==> config.mk <==
export PLATFORM = sky130hd
export DESIGN_NAME = mem_responder
export DESIGN_NICKNAME = d
export VERILOG_FILES = /design/src/rtl/mem_responder.sv
export SDC_FILE = /design/constraint.sdc
export NUM_CORES = 2
export LEC_CHECK = 0
export CORE_MARGIN = 1.5
export CORE_UTILIZATION = 61
export CTS_CLUSTER_SIZE = 30
export DETAILED_ROUTE_END_ITERATION = 8
export PLACE_DENSITY_LB_ADDON = 0.2
export SLEW_MARGIN = 40
export SYNTH_ARGS = -nofsm -noshare
export SYNTH_HDL_FRONTEND = slang
export SYNTH_SLANG_ARGS = --single-unit
export TNS_END_PERCENT = 100
==> constraint.sdc <==
create_clock -name clk -period 6.3 [get_ports clk]
set_input_delay 0.945 -clock clk [delete_from_list [all_inputs] [get_ports clk]]
set_output_delay 0.945 -clock clk [all_outputs]
set_load 0.01 [all_outputs]
==> src/rtl/mem_responder.sv <==
// Unified 16-bit instruction/data store for a single-port CPU memory interface.
// The store is boot-loaded while the CPU is held, then serves registered reads and writes.
module mem_responder #(
  parameter int DEPTH   = 256,
  parameter int ADDR_W  = 8,
  parameter bit LOAD_EN = 1'b1
) (
  input  logic        clk,
  input  logic        reset,
  input  logic [15:0] mem_addr,
  input  logic        mem_read,
  input  logic        mem_write,
  input  logic [15:0] mem_wdata,
  output logic [15:0] mem_rdata,
  input  logic        ld_valid,
  output logic        ld_ready,
  input  logic [15:0] ld_addr,
  input  logic [15:0] ld_data,
  input  logic        ld_done,
  output logic        cpu_hold,
  output logic        mem_err
);

  typedef enum logic {
    ST_LOAD,
    ST_RUN
  } state_t;

  localparam state_t      RESET_STATE = LOAD_EN ? ST_LOAD : ST_RUN;
  localparam logic [16:0] DEPTH_L     = 17'(DEPTH);

  state_t state, state_nxt;

  logic [15:0] mem [DEPTH];

  logic              cpu_in_range, ld_in_range;
  logic              we, rd_en, rd_zero, err_set;
  logic [ADDR_W-1:0] waddr;
  logic [15:0]       wdata;

  // Range checks use the full 16-bit address so aliases above DEPTH are rejected.
  assign cpu_in_range = {1'b0, mem_addr} < DEPTH_L;
  assign ld_in_range  = {1'b0, ld_addr}  < DEPTH_L;

  // NOTE: sequential state uses non-blocking assignments so every flop samples pre-edge values.
  always_ff @(posedge clk or posedge reset) begin
    if (reset) state <= RESET_STATE;
    else       state <= state_nxt;
  end

  // NOTE: every combinational output gets a default first, so no latch can be inferred.
  always_comb begin
    state_nxt = state;
    if (state == ST_LOAD && ld_done) state_nxt = ST_RUN;
  end

  always_comb begin
    ld_ready = (state == ST_LOAD);
    cpu_hold = (state == ST_LOAD);
  end

  // Single write port shared by the loader (LOAD) and the CPU (RUN).
  always_comb begin
    we      = 1'b0;
    waddr   = mem_addr[ADDR_W-1:0];
    wdata   = mem_wdata;
    rd_en   = 1'b0;
    rd_zero = 1'b0;
    err_set = 1'b0;
    if (state == ST_LOAD) begin
      if (ld_valid) begin
        if (ld_in_range) begin
          we    = 1'b1;
          waddr = ld_addr[ADDR_W-1:0];
          wdata = ld_data;
        end else begin
          err_set = 1'b1;
        end
      end
    end else begin
      if (mem_write) begin
        if (cpu_in_range) we = 1'b1;
        else              err_set = 1'b1;
      end
      if (mem_read && mem_write) begin
        err_set = 1'b1;
      end else if (mem_read) begin
        if (cpu_in_range) begin
          rd_en = 1'b1;
        end else begin
          rd_zero = 1'b1;
          err_set = 1'b1;
        end
      end
    end
  end

  always_ff @(posedge clk or posedge reset) begin
    if (reset) begin
      mem_rdata <= '0;
      mem_err   <= 1'b0;
    end else begin
      if (err_set) mem_err <= 1'b1;
      if (rd_en)        mem_rdata <= mem[mem_addr[ADDR_W-1:0]];
      else if (rd_zero) mem_rdata <= '0;
    end
  end

  // NOTE: the array has no reset so it maps onto RAM and keeps boot contents across a reset.
  always_ff @(posedge clk) begin
    if (we && !reset) mem[waddr] <= wdata;
  end

endmodule
==> run metrics <==
final net count 8,231; CTS tree built; Hold Slack 0.5033 ns; Worst IR Drop VDD 0.0003026 V; Syn. warnings 0; Post-Synth Adder-Cell Area 0.00006295; count of cell types in the netlist 70; P&R area growth vs syn 13.55%; reg2reg end mem[106][4]$_DFFE_PP_; predominant post-synthesis flop cell edfxtp_1; core area 0.2595 sq mm; slew of the pin with the lowest slew margin 0.9808 ns; Hold Crit Class reg -> reg; Setup-failing EPs final 0; Synth Area in Compound Gates 0.02929; metal2 WL 212,200 um; post-layout util 0.6959; Initial DRC Count 14,080; PD cells 318.1 mW/mm^2; Post-Route M1 WL 157,300 um; Clock Skews 0.08816 ns; via count 84,110; I/O pin cnt 89; worst r2r path cells 8; critical-path cell list clkdlybuf4s50_1 -> nor4_1 -> nand3_2 -> nand2_1 -> nand2_1 -> or3_2 -> buf_4 -> nor2_1 -> buf_4; crit end category flop; Yosys reg bits 4,114; multiplexer share of the synthesized area 0.1490; Top Layer Used met5; Synth Area per Inst 21.01 sq um; final WL 459,400 um; EDFF count, synth 4,096; Synth Area in XOR/XNOR 0; IO Port Bufs 88; Worst-path clk slew 0.06 ns; PostCTS Resize Cnt 0; CP Class in -> reg; Die ar. 0.2637 sq mm; syn nets 7,637; drt wl/cell 38.61 um; Fmax 216.4 MHz; Syn Inst Count 7,567; Die X 513.6 um; post-route cell area 0.1806 sq mm; fin. max-slew vios 0; Crit path required time 7.01 ns; share of the yosys chip area belonging to registers 0.7763; initial antenna violation count 25; worst path arrival time 5.33 ns; wire length on met3 60,350 um; Post-Synth Simple-Gate Area 0.02832; final worst-path cycle share 0.7337; Worst slew margin 0.3422; hold buffers post-CTS 0; ys async rst share 0.004375; most used cells in the layout excluding fill and tap cells 4,096 x edfxtp_1, 859 x mux4_2, 467 x buf_4; Crit Path Max Fanout 25; setup_tns 0 ns; slowest stage delay, CP 0.89 ns; DP Area 0.1670 sq mm; Rows 187; Worst Hold Launch mem_rdata[7]$_DFFE_PP0P_; RSZ-0062 raised after global routing no; worst skew pair latency 1.05 ns; CTS Buffer Depth 4; Critical R2R Launch state$_DFFE_PP0P_; main combinational cell family by area after synthesis multiplexers; final critical-path required period 4.622 ns; setup slack, reg-to-reg 1.93 ns; outcome finished clean; CTS Buf Count 412; first-pass iteration count of the detailed router 8; GRT Residual Overflow 0; commonest non-fill, non-tap cell in the layout edfxtp_1; hold endpoint mem_rdata[7]$_DFFE_PP0P_; die height 513.6 um; first-pass GRT wire length 636,300 um; Max-cap violations 0; total track usage 0.3510; Via density 7.068; Hold Path Depth 1; Hold Vio Cnt, Final 0; clock sinks 4,114; placed wire-length estimate 281,400 um; fraction of layout cells with a size suffix above 1 0.2541; Final ANT Viol Nets 0; setup bufs post-CTS 0; DRC Markers 0; Final Wtd Congestion 0.9792; LEAKAGE 57.71 nW; Slowest-stage cell, CP or3_2; H-tree depth 5; vias in the first global route 81,790; startpoint types primary input; CTS Root Cell clkbuf_16; starting density of the core 0.6128; pin count of the biggest net entering global routing 150; Cell Area, Synth 0.1590 sq mm
how the worst max path moves through the flow:
stage,start,to,slack (ns),depth (start not counted)
2_1_floorplan,ld_addr[8],mem[0][10]$_DFFE_PP_,0.01,7
3_3_place_gp,mem_addr[1],mem_rdata[5]$_DFFE_PP0P_,0.13,10
3_5_place_dp,ld_addr[8],mem[106][12]$_DFFE_PP_,0.80,9
4_1_cts,ld_addr[8],mem[106][4]$_DFFE_PP_,1.80,9
5_1_grt,ld_addr[8],mem[106][4]$_DFFE_PP_,1.43,9
6_report,ld_addr[8],mem[106][4]$_DFFE_PP_,1.68,9
kinds of logic (layout without fill, tap and decap cells):
| family | Yosys count | after routing |
|---|---|---|
| adder cells (fa/ha/maj) | 1 | 1 |
| AO/OA/AOI/OAI | 687 | 687 |
| AND/OR/NAND/NOR | 1019 | 1019 |
| other | 0 | 21 |
| buffers and inverters | 454 | 1364 |
| multiplexers | 1292 | 1292 |
| flip-flops | 4114 | 4114 |
stage by stage:
step / power [mW] / std cells / setup WS [ns]
floorplan: 32.43 / 7567 / 0.009710
global placement: 33.58 / 11130 / 0.1336
detailed placement: 33.65 / 11140 / 0.8026
CTS: 57.48 / 11870 / 1.797
global route: 58.61 / 11890 / 1.426
finish: 57.44 / 11900 / 1.678
per-layer routing:
metal / vias to the layer above / global-route usage
met3: 1064 / 0.08751
met1: 43620 / 0.4777
li1: 32790 / -
met4: 14 / 0.1993
met2: 6614 / 0.5253
met5: - / 0.007671
critical path: cells and delay by family:
family | cells | cell delay, ns
simple gates | 6 | 3.25
buf+inv | 3 | 1.06
Yosys cell counts (64+ instances only):
library cell | instances | area share
edfxtp_1 | 4096 | 0.77
mux4_2 | 859 | 0.12
mux2i_1 | 420 | 0.026
nor2_1 | 344 | 0.0081
nand2_1 | 341 | 0.0080
clkbuf_1 | 183 | 0.0043
o22ai_1 | 166 | 0.0065
a21oi_1 | 105 | 0.0033
a22oi_1 | 93 | 0.0044
buf_2 | 89 | 0.0028
nand3_1 | 89 | 0.0028
o21ai_0 | 76 | 0.0024
buf_4 | 70 | 0.0033
buf_6 | 70 | 0.0050
nor3_1 | 64 | 0.0020
state kept, by name (all words and copies together), names as in the netlist:
name	cells
mem_err	1
state	1
mem	4096
mem_rdata	16
power by group:
part           switching (mW)  total [mW]  internal (mW)  leakage [nW]
Clock                    10.1        24.3           14.1          6.47
Combinational            2.10        3.06          0.960          14.2
Sequential           0.000882        30.1           30.1          37.0
Total                    12.3        57.4           45.2          57.7
layout make-up:
| cell class | count | area (sq um) |
|---|---|---|
| clock buffers | 498 | 10740 |
| clock inverters | 232 | 2497 |
| multi-input cells | 2999 | 33740 |
| repair buffers | 627 | 5793 |
| well taps | 3402 | 4257 |
| fillers | 15350 | 78920 |
| diodes | 21 | 52.55 |
| inverters | 7 | 37.54 |
| flip-flops and latches | 4114 | 123400 |
No activity file was read; power rests on OpenSTA's default activity.
